`src/rtl/mac_accumulator.sv`:
```
// Two-stage signed multiply-accumulate over last-delimited vectors.
// Define MAC_ACC_SAT_EN for a saturating accumulator with a sticky sat_o flag.
module mac_accumulator #(
   parameter int WIDTH_OPERAND = 16,
   parameter int WIDTH_ACC     = 32,
   parameter int WIDTH_COUNT   = 8
) (
   input  logic                        clk_i,
   input  logic                        rst_ni,
   input  logic signed [WIDTH_OPERAND-1:0] a_i,
   input  logic signed [WIDTH_OPERAND-1:0] b_i,
   input  logic                        in_last_i,
   input  logic                        in_valid_i,
   output logic                        in_ready_o,
   output logic signed [WIDTH_ACC-1:0] acc_o,
   output logic [WIDTH_COUNT-1:0]      cnt_o,
   output logic                        sat_o,
   output logic                        out_valid_o,
   input  logic                        out_ready_i
);
   localparam int WP = 2 * WIDTH_OPERAND;

   logic stall;
   logic accept;
   logic load;
   logic signed [WP-1:0] a_ext;
   logic signed [WP-1:0] b_ext;
   logic signed [WP-1:0] mul_p;
   logic mul_valid;
   logic mul_last;
   logic signed [WIDTH_ACC-1:0] acc;
   logic signed [WIDTH_ACC-1:0] base;
   logic signed [WIDTH_ACC-1:0] acc_next;
   logic [WIDTH_COUNT-1:0] cnt;
   logic [WIDTH_COUNT-1:0] cnt_next;
   logic first;

   assign stall      = out_valid_o && !out_ready_i;
   assign in_ready_o = !stall;
   assign accept     = in_valid_i && in_ready_o;
   assign load       = mul_valid && mul_last && !stall;

   assign a_ext = WP'(a_i);
   assign b_ext = WP'(b_i);

   // The first flag restarts the sum without inserting a bubble.
   assign base     = first ? '0 : acc;
   assign cnt_next = first ? WIDTH_COUNT'(1) : cnt + 1'b1;

`ifdef MAC_ACC_SAT_EN
   logic signed [WIDTH_ACC:0] sum;
   logic sat;
   logic sat_next;

   assign sum = (WIDTH_ACC+1)'(base) + (WIDTH_ACC+1)'(mul_p);

   always_comb begin
      acc_next = sum[WIDTH_ACC-1:0];
      sat_next = !first && sat;
      if (sum[WIDTH_ACC] != sum[WIDTH_ACC-1]) begin
         sat_next = 1'b1;
         if (sum[WIDTH_ACC])
            acc_next = {1'b1, {(WIDTH_ACC-1){1'b0}}};
         else
            acc_next = {1'b0, {(WIDTH_ACC-1){1'b1}}};
      end
   end

   always_ff @(posedge clk_i or negedge rst_ni) begin
      if (!rst_ni) begin
         sat   <= 1'b0;
         sat_o <= 1'b0;
      end else if (!stall) begin
         if (mul_valid)
            sat <= sat_next;
         if (load)
            sat_o <= sat_next;
      end
   end
`else
   always_comb begin
      acc_next = base + WIDTH_ACC'(mul_p);
   end

   assign sat_o = 1'b0;
`endif

   always_ff @(posedge clk_i or negedge rst_ni) begin
      if (!rst_ni) begin
         mul_valid   <= 1'b0;
         mul_p       <= '0;
         mul_last    <= 1'b0;
         acc         <= '0;
         cnt         <= '0;
         first       <= 1'b1;
         acc_o       <= '0;
         cnt_o       <= '0;
         out_valid_o <= 1'b0;
      end else if (!stall) begin
         mul_valid <= accept;
         if (accept) begin
            mul_p    <= a_ext * b_ext;
            mul_last <= in_last_i;
         end
         if (mul_valid) begin
            acc   <= acc_next;
            cnt   <= cnt_next;
            first <= mul_last;
         end
         // Not stalled: any pending result transfers now, a new load wins.
         out_valid_o <= load;
         if (load) begin
            acc_o <= acc_next;
            cnt_o <= cnt_next;
         end
      end
   end

endmodule

```
`config.mk`:
```
export PLATFORM = sky130hd
export DESIGN_NAME = mac_accumulator
export DESIGN_NICKNAME = d
export VERILOG_FILES = /design/src/rtl/mac_accumulator.sv
export SDC_FILE = /design/constraint.sdc
export NUM_CORES = 1
export LEC_CHECK = 0
export CAP_MARGIN = 20
export CORE_MARGIN = 2
export CORE_UTILIZATION = 25
export DETAILED_ROUTE_END_ITERATION = 8
export PLACE_DENSITY_LB_ADDON = 0.25
export SLEW_MARGIN = 40
export SYNTH_ARGS = -nofsm -noshare
export SYNTH_HDL_FRONTEND = slang
export SYNTH_SLANG_ARGS = --single-unit
```
`constraint.sdc`:
```
create_clock -name clk_i -period 3.5 [get_ports clk_i]
set_input_delay 1.05 -clock clk_i [delete_from_list [all_inputs] [get_ports clk_i]]
set_output_delay 1.05 -clock clk_i [all_outputs]
set_load 0.02 [all_outputs]
```
; After elaboration in Yosys (flattened, before gate mapping)
; Cells that the tools add are included.
[classes]
mul = 1
n_reduce_logical = 9
addsub = 2
mux = 2
bitwise = 1
[ops]
columns = cell, count
row1 = adder 32 bit, 1
row2 = multiplier 16 x 16 -> 32 bit, 1
row3 = two-way mux 32 bit, 1
row4 = "adder 8 x 1 -> 8 bit, second input constant", 1
row5 = two-way mux 8 bit, 1
row6 = AND reduction 2 bit, 3
row7 = logical AND 1 bit, 4
row8 = zero test 1 bit, 2
row9 = inverter 1 bit, 1
[word_totals]
in_bits = 37
register_bits = 116
out_inout_bits = 43

; Longest topological paths before layout
; Gate-level depths: netlist of run 1.
[logic_depth]
depth_word = 5
ltp_mapped = 23
depth_no_buf = 22

; Least setup slack after synthesis of run 1
; No wires, ideal clock.
[synth_path]
path_type = input port to flip-flop
start = in b_i[7]
end = reg mul_p[31]
slack_ps = -3041
stages = 23
arrival_ps = 6407
setup_ps = 133
path_buffers = 1
cell_sequence = clkbuf_1 nand2_1 fa_1 inv_1 fa_1 inv_1 fa_1 inv_1 fa_1 fa_1 inv_1 fa_1 inv_1 ha_1 o211ai_1 o21bai_1 nand2_1 a2111o_1 a31o_2 a31oi_1 a31oi_1 xnor2_1 o21ai_0
[synth_via]
elab_chain_cells = 1
[synth_rtl]
columns = item, line
row1 = "start, declared", 11  ; input logic signed [WIDTH_OPERAND-1:0] b_i,
row2 = multiplier 16 x 16 -> 32 bit, 102  ; mul_p <= a_ext * b_ext;
row3 = "end signal, assigned", 102
row4 = "end, declared", 28  ; logic signed [WP-1:0] mul_p;
; No other way between the ends.
; A chain may end at the register's enable or synchronous reset.

; Final worst setup path of run 1
[layout_path]
start = in b_i[4]
end = reg mul_p[24]
; The elaborated chain is that of the path after synthesis.

==> results of run 1 <==
==> registers in the layout, summed over array words and instances, names as in the netlist <==
signal	count
acc	32
acc_o	32
mul_p	32
cnt	8
cnt_o	8
first	1
mul_last	1
mul_valid	1
out_valid_o	1
==> worst max path at each step <==
stage	cells after the start	to	slack (ns)	start
4_1_cts	24	mul_p[31]$_DFFE_PN0P_	-2.67	a_i[6]
6_report	20	mul_p[24]$_DFFE_PN0P_	-2.61	b_i[4]
3_3_place_gp	22	mul_p[30]$_DFFE_PN0P_	-3.53	a_i[11]
5_1_grt	25	mul_p[31]$_DFFE_PN0P_	-2.78	a_i[7]
3_5_place_dp	22	mul_p[30]$_DFFE_PN0P_	-3.59	a_i[11]
2_1_floorplan	21	mul_p[24]$_DFFE_PN0P_	-2.63	b_i[4]
==> what timing repair did <==
item | CTS | global route
gates cloned | 11 | 2
setup endpoints to repair | 29 | 36
pin swaps | 152 | 133
gates resized for setup | 320 | 186
setup buffers | 53 | 38
==> layout make-up <==
type / count / area, um2 / share of cell area
Clock buffer: 17 / 425.4 / 0.01905
Clock inverter: 15 / 170.2 / 0.007622
Inverter: 309 / 1160 / 0.05195
Multi-Input combinational cell: 1196 / 12810 / 0.5736
Sequential cell: 116 / 2904 / 0.1301
Tap cell: 846 / 1059 / 0.04741
Timing Repair Buffer: 378 / 3801 / 0.1703
==> cells in the final DEF (no fill, tap or decap), types with 46 or more instances in the layout <==
cell type / n
mux2_2: 56
inv_1: 263
nor2_1: 48
fa_1: 231
inv_2: 46
buf_4: 195
buf_6: 76
and2_1: 82
nand2_1: 188
ha_1: 78
dfrtp_1: 115
==> Yosys cell counts (all sizes together) (8+ instances only) <==
master  number  area [um2]
fa         263        5265
nand3       12       60.06
clkbuf      54       202.7
mux2        58       653.1
nor3         8       40.04
dfrtp      115        2878
o211ai       8       65.06
a211oi      12       95.09
xor2        30       262.8
nand2b      14       87.58
inv        309        1160
a21o        15       112.6
a21oi       43       215.2
nor2b       34       220.2
xnor2       37       324.1
o21bai       9       67.56
nand2      215       807.0
o21ai       79       395.4
o31ai       11       82.58
ha         114        1426
and2       126       788.3
nor2        52       195.2
==> cells by family (layout without fill, tap and decap cells) <==
| family | after synthesis | count (layout) | share of synthesized area |
|---|---|---|---|
| buffers and inverters | 367 | 719 | 0.08687 |
| AO/OA/AOI/OAI | 210 | 210 | 0.08293 |
| other | 1 | 1 | 0.0002358 |
| flip-flops | 116 | 116 | 0.1826 |
| XOR/XNOR | 67 | 67 | 0.03690 |
| adder cells (fa/ha/maj) | 377 | 377 | 0.4208 |
| AND/OR/NAND/NOR | 480 | 480 | 0.1467 |
| multiplexers | 61 | 61 | 0.04296 |
==> layer usage <==
layer	up-vias	GRT usage	wire length (um)
li1	5914	-	-
met1	6118	0.1785	20520
met2	213	0.2310	20950
met3	50	0.01572	1194
met4	0	0.03655	927
met5	-	0	0
==> critical path: cells and delay by family <==
kind,cells,cell delay [ns]
compound gates,4,0.77
mux,1,0.26
fa+ha+maj,7,3.35
simple gates,3,0.54
xor+xnor,1,0.13
buf+inv,4,0.32
==> stage by stage <==
step / setup TNS (ns) / instance area [um2] / setup slack, ns / hold WS (ns)
final: -54.22 / 22330 / -2.615 / 0.4739
after global routing: -58.77 / 22330 / -2.782 / 0.5115
after CTS: -55.67 / 21600 / -2.674 / 0.4803
after detailed placement: -79.50 / 19760 / -3.590 / 0.4667
after global placement: -78.49 / 19760 / -3.528 / 0.4590
after floorplan: -53.59 / 16600 / -2.625 / 0.4407
==> results.yml, run 1 <==
sta:
  skew_ns: 0.01792
  setup_viol: 27
  rsz0062_at_grt: "true"
  final-hold-violation-count: 0
  fin_ws_ns: -2.615
  tightest_slew_ns: 0.5849
  finalCritPeriodShare: 1.747
  min_period_ns: 6.115
  slew_headroom: 0.6087
  final_max_slew_viol_count: 0
  max_freq_mhz: 163.5
clocking:
  htreeDepth: 4
  clock_latency_ns: 0.43
  cts_buffers: 17
  holdBufCountCts: 0
  cts_tree: "built"
  cts-root-buf: "clkbuf_16"
  clock_path_buffers: 2
  cts.sinks: 116
  path_clk_slew_ns: 0.06
place:
  dp_hpwl_um: 34450
  place_congestion: 0.8180
  dp_cells: 2751
  port_buffers: 78
worst_setup_path:
  cp_max_fo: 6
  r2r_slack_ns: 0.08
  path_cells: "buf_8 > buf_16 > and2_4 > fa_2 > inv_2 > fa_2 > fa_2 > fa_1 > inv_2 > fa_1 > fa_1 > ha_4 > nand4_1 > a211oi_2 > a2111oi_4 > or2_4 > o21ai_4 > a31oi_2 > xnor2_1 > mux2_4"
  crit_path_top_delay_cell: "fa_2"
  timing.rr.start: "first$_DFFE_PN1P_"
  r2r_cells: 15
  startpoint_type: "input pin"
  end_kind: "flip-flop"
  regToRegEndpoint: "acc_o[30]$_DFFE_PN0P_"
  critical_path_required_ns: 3.80
  criticalPathCategory: "input pin to flip-flop"
  critPathMaxStageDelay_ns: 0.56
  cp.arrival_ns: 6.41
run_status:
  status: "finished, violations left"
  violations: "setup timing"
min_path:
  min_from: "acc[13]$_DFFE_PN0P_"
  hold_class: "flip-flop to flip-flop"
  hold_path_end: "acc[13]$_DFFE_PN0P_"
  holdPathStages: 2
drt:
  routed_wl_um: 43590
  drt-pass1-iter-count: 5
  drc: 0
  postRouteAntennaNets: 0
  dr_total_vias: 12300
  wl_per_cell_um: 15.15
  drtIter0Drc: 436
  viasPerCell: 4.274
logic_synthesis:
  avgSynthCellArea_um2: 9.471
  synth-edff-count: 0
  yosysSeqAreaShare: 0.1826
  netlist_area_um2: 15900
  syn-instance-count: 1679
  async_flop_share: 1.000
  synthesis.nets: 2093
  synthDistinctLibCells: 56
  synth-seq-cells: 116
  yosysWarnings: 0
  synthFlopType: "dfrtp_1"
layout:
  fin_nets: 2432
  fin_util: 0.3546
  area_growth_pct: 40.40
  fill_cells: 6320
  drive_above_1_share: 0.3392
  diodes: 0
  final_cells: 2877
floorplanning:
  die_h_um: 256.2
  design.core.area_um2: 62970
  dieArea_um2: 65640
  io_pins: 80
  initial_core_util: 0.2525
  fp.dieW_um: 256.2
  num_rows: 92
global_route:
  grt_max_degree: 47
  grt_pass1_vias: 13380
  overflow: 0
  track_usage: 0.1345
  antenna_found_initial: 0
  grt_pass1_wl_um: 71540
run:
  timing.max_cap.violations: 0
Power of run 1 is left out: the tool's default activity adds up to more than one toggle a clock period on the data nets, which glitch-free logic cannot reach.
==> run 2: changes to the inputs <==
CAP_MARGIN = unset   (was 20)
GPL_ROUTABILITY_DRIVEN = 0   (was unset)
==> results.yml, run 2 (same netlist as run 1, synthesis figures left out) <==
drt:
  drc: 0
  dr_total_vias: 12280
  drt-pass1-iter-count: 7
  routed_wl_um: 42980
  drtIter0Drc: 484
  postRouteAntennaNets: 0
  viasPerCell: 4.271
  wl_per_cell_um: 14.95
worst_setup_path:
  r2r_slack_ns: 0.16
  crit_path_top_delay_cell: "fa_1"
  critical_path_required_ns: 3.82
  cp.arrival_ns: 6.50
  regToRegEndpoint: "acc[31]$_DFFE_PN0P_"
  critPathMaxStageDelay_ns: 0.59
  cp_max_fo: 9
  endpoint: "mul_p[26]$_DFFE_PN0P_"
  setup.worst_path.start: "b_i[13]"
  path_cells: "clkdlybuf4s15_2 > buf_6 > and2_4 > fa_1 > fa_1 > fa_1 > fa_1 > fa_1 > inv_1 > fa_1 > inv_2 > ha_4 > nand4_1 > buf_4 > buf_4 > nor4_4 > buf_4 > o21ai_2 > buf_4 > buf_4 > a41o_1"
  criticalPathCategory: "input pin to flip-flop"
  timing.rr.start: "first$_DFFE_PN1P_"
  startpoint_type: "input pin"
  end_kind: "flip-flop"
  r2r_cells: 13
  critPathMostFrequentCell: "fa_1"
global_route:
  grt_max_degree: 51
  antenna_found_initial: 0
  overflow: 0
  grt_pass1_wl_um: 72650
  grt_pass1_vias: 13650
  track_usage: 0.1363
sta:
  slew_headroom: 0.5541
  min_period_ns: 6.184
  skew_ns: 0.01077
  final-hold-violation-count: 0
  final_max_slew_viol_count: 0
  tightest_slew_ns: 0.6689
  finalCritPeriodShare: 1.767
  setup_viol: 27
  rsz0062_at_grt: "true"
  fin_ws_ns: -2.684
  max_freq_mhz: 161.7
place:
  dp_hpwl_um: 34690
  post-place-ws_ns: -3.645
  port_buffers: 78
  placed_area_um2: 19790
layout:
  reg_top3: "acc x32, acc_o x32, mul_p x32"
  fin_area_um2: 22150
  diodes: 0
  final_common_cell: "inv_1"
  final_cell_mix: "inv_1 (269), fa_1 (234), buf_4 (211)"
  area_growth_pct: 39.26
  drive_above_1_share: 0.3253
  fin_nets: 2430
floorplanning:
  io_pins: 80
  num_rows: 92
  die_h_um: 256.2
  initial_core_util: 0.2525
  design.core.area_um2: 62970
  fp.dieW_um: 256.2
  dieArea_um2: 65640
run:
  timing.max_cap.violations: 0
clocking:
  cts_buffers: 17
  cts-root-buf: "clkbuf_16"
  path_clk_slew_ns: 0.06
  clock_latency_ns: 0.42
  cts_tree: "built"
  clock_path_buffers: 2
  htreeDepth: 4
  cts.sinks: 116
  holdBufCountCts: 0
run_status:
  status: "finished, violations left"
  violations: "setup timing"
min_path:
  hold_class: "flip-flop to flip-flop"
run 2: repair_timing:
item                                    in CTS  in global routing
endpoints found under the setup margin      30                 38
cloned                                       8                  1
gates resized for setup                    293                143
pin swaps                                  126                 97
setup buffers                               57                 29
run 2: cell type report:
class	instances	area [um2]
Tap cell	846	1059
Multi-Input combinational cell	1196	12750
Timing Repair Buffer	376	3631
Clock inverter	13	206.4
Sequential cell	116	2904
Clock buffer	19	432.9
Fill cell	6410	40820
Inverter	309	1165
run 2: metal layers:
layer  global-route usage  up-vias  routed length (um)
met2               0.2298      212               20400
met1               0.1859     6095               20490
met5                    0        -                   0
met4              0.03493        0                 815
li1                     -     5924                   -
met3              0.01483       48                1263
run 2: worst min-delay path by stage:
stage | end | slack [ns] | startpoint | cells after the start
2_1_floorplan | acc[13]$_DFFE_PN0P_ | 0.44 | acc[13]$_DFFE_PN0P_ | 2
3_3_place_gp | acc[8]$_DFFE_PN0P_ | 0.46 | acc[8]$_DFFE_PN0P_ | 2
3_5_place_dp | acc[13]$_DFFE_PN0P_ | 0.47 | acc[13]$_DFFE_PN0P_ | 2
4_1_cts | cnt_o[6]$_DFFE_PN0P_ | 0.48 | cnt_o[6]$_DFFE_PN0P_ | 2
5_1_grt | acc[13]$_DFFE_PN0P_ | 0.49 | acc[13]$_DFFE_PN0P_ | 2
6_report | cnt_o[7]$_DFFE_PN0P_ | 0.47 | cnt_o[7]$_DFFE_PN0P_ | 2
run 2: critical path: cells and delay by family:
family                     cells  cell delay, ns
adders and majority gates      7            3.35
and+or+nand+nor                3            0.58
buffers and inverters          9            1.25
AOI/OAI and AO/OA              2            0.26
run 2: stage by stage:
stage / TNS [ns] / hold slack, ns / util / instances
global placement: -80.06 / 0.4606 / 0.3142 / 2763
global route: -61.87 / 0.4908 / 0.3517 / 2875
floorplan: -53.59 / 0.4407 / - / 1679
CTS: -55.76 / 0.4837 / 0.3435 / 2858
detailed placement: -81.13 / 0.4679 / 0.3142 / 2763
finish: -57.20 / 0.4746 / 0.3517 / 2875
Power of run 2 is left out for the same reason.
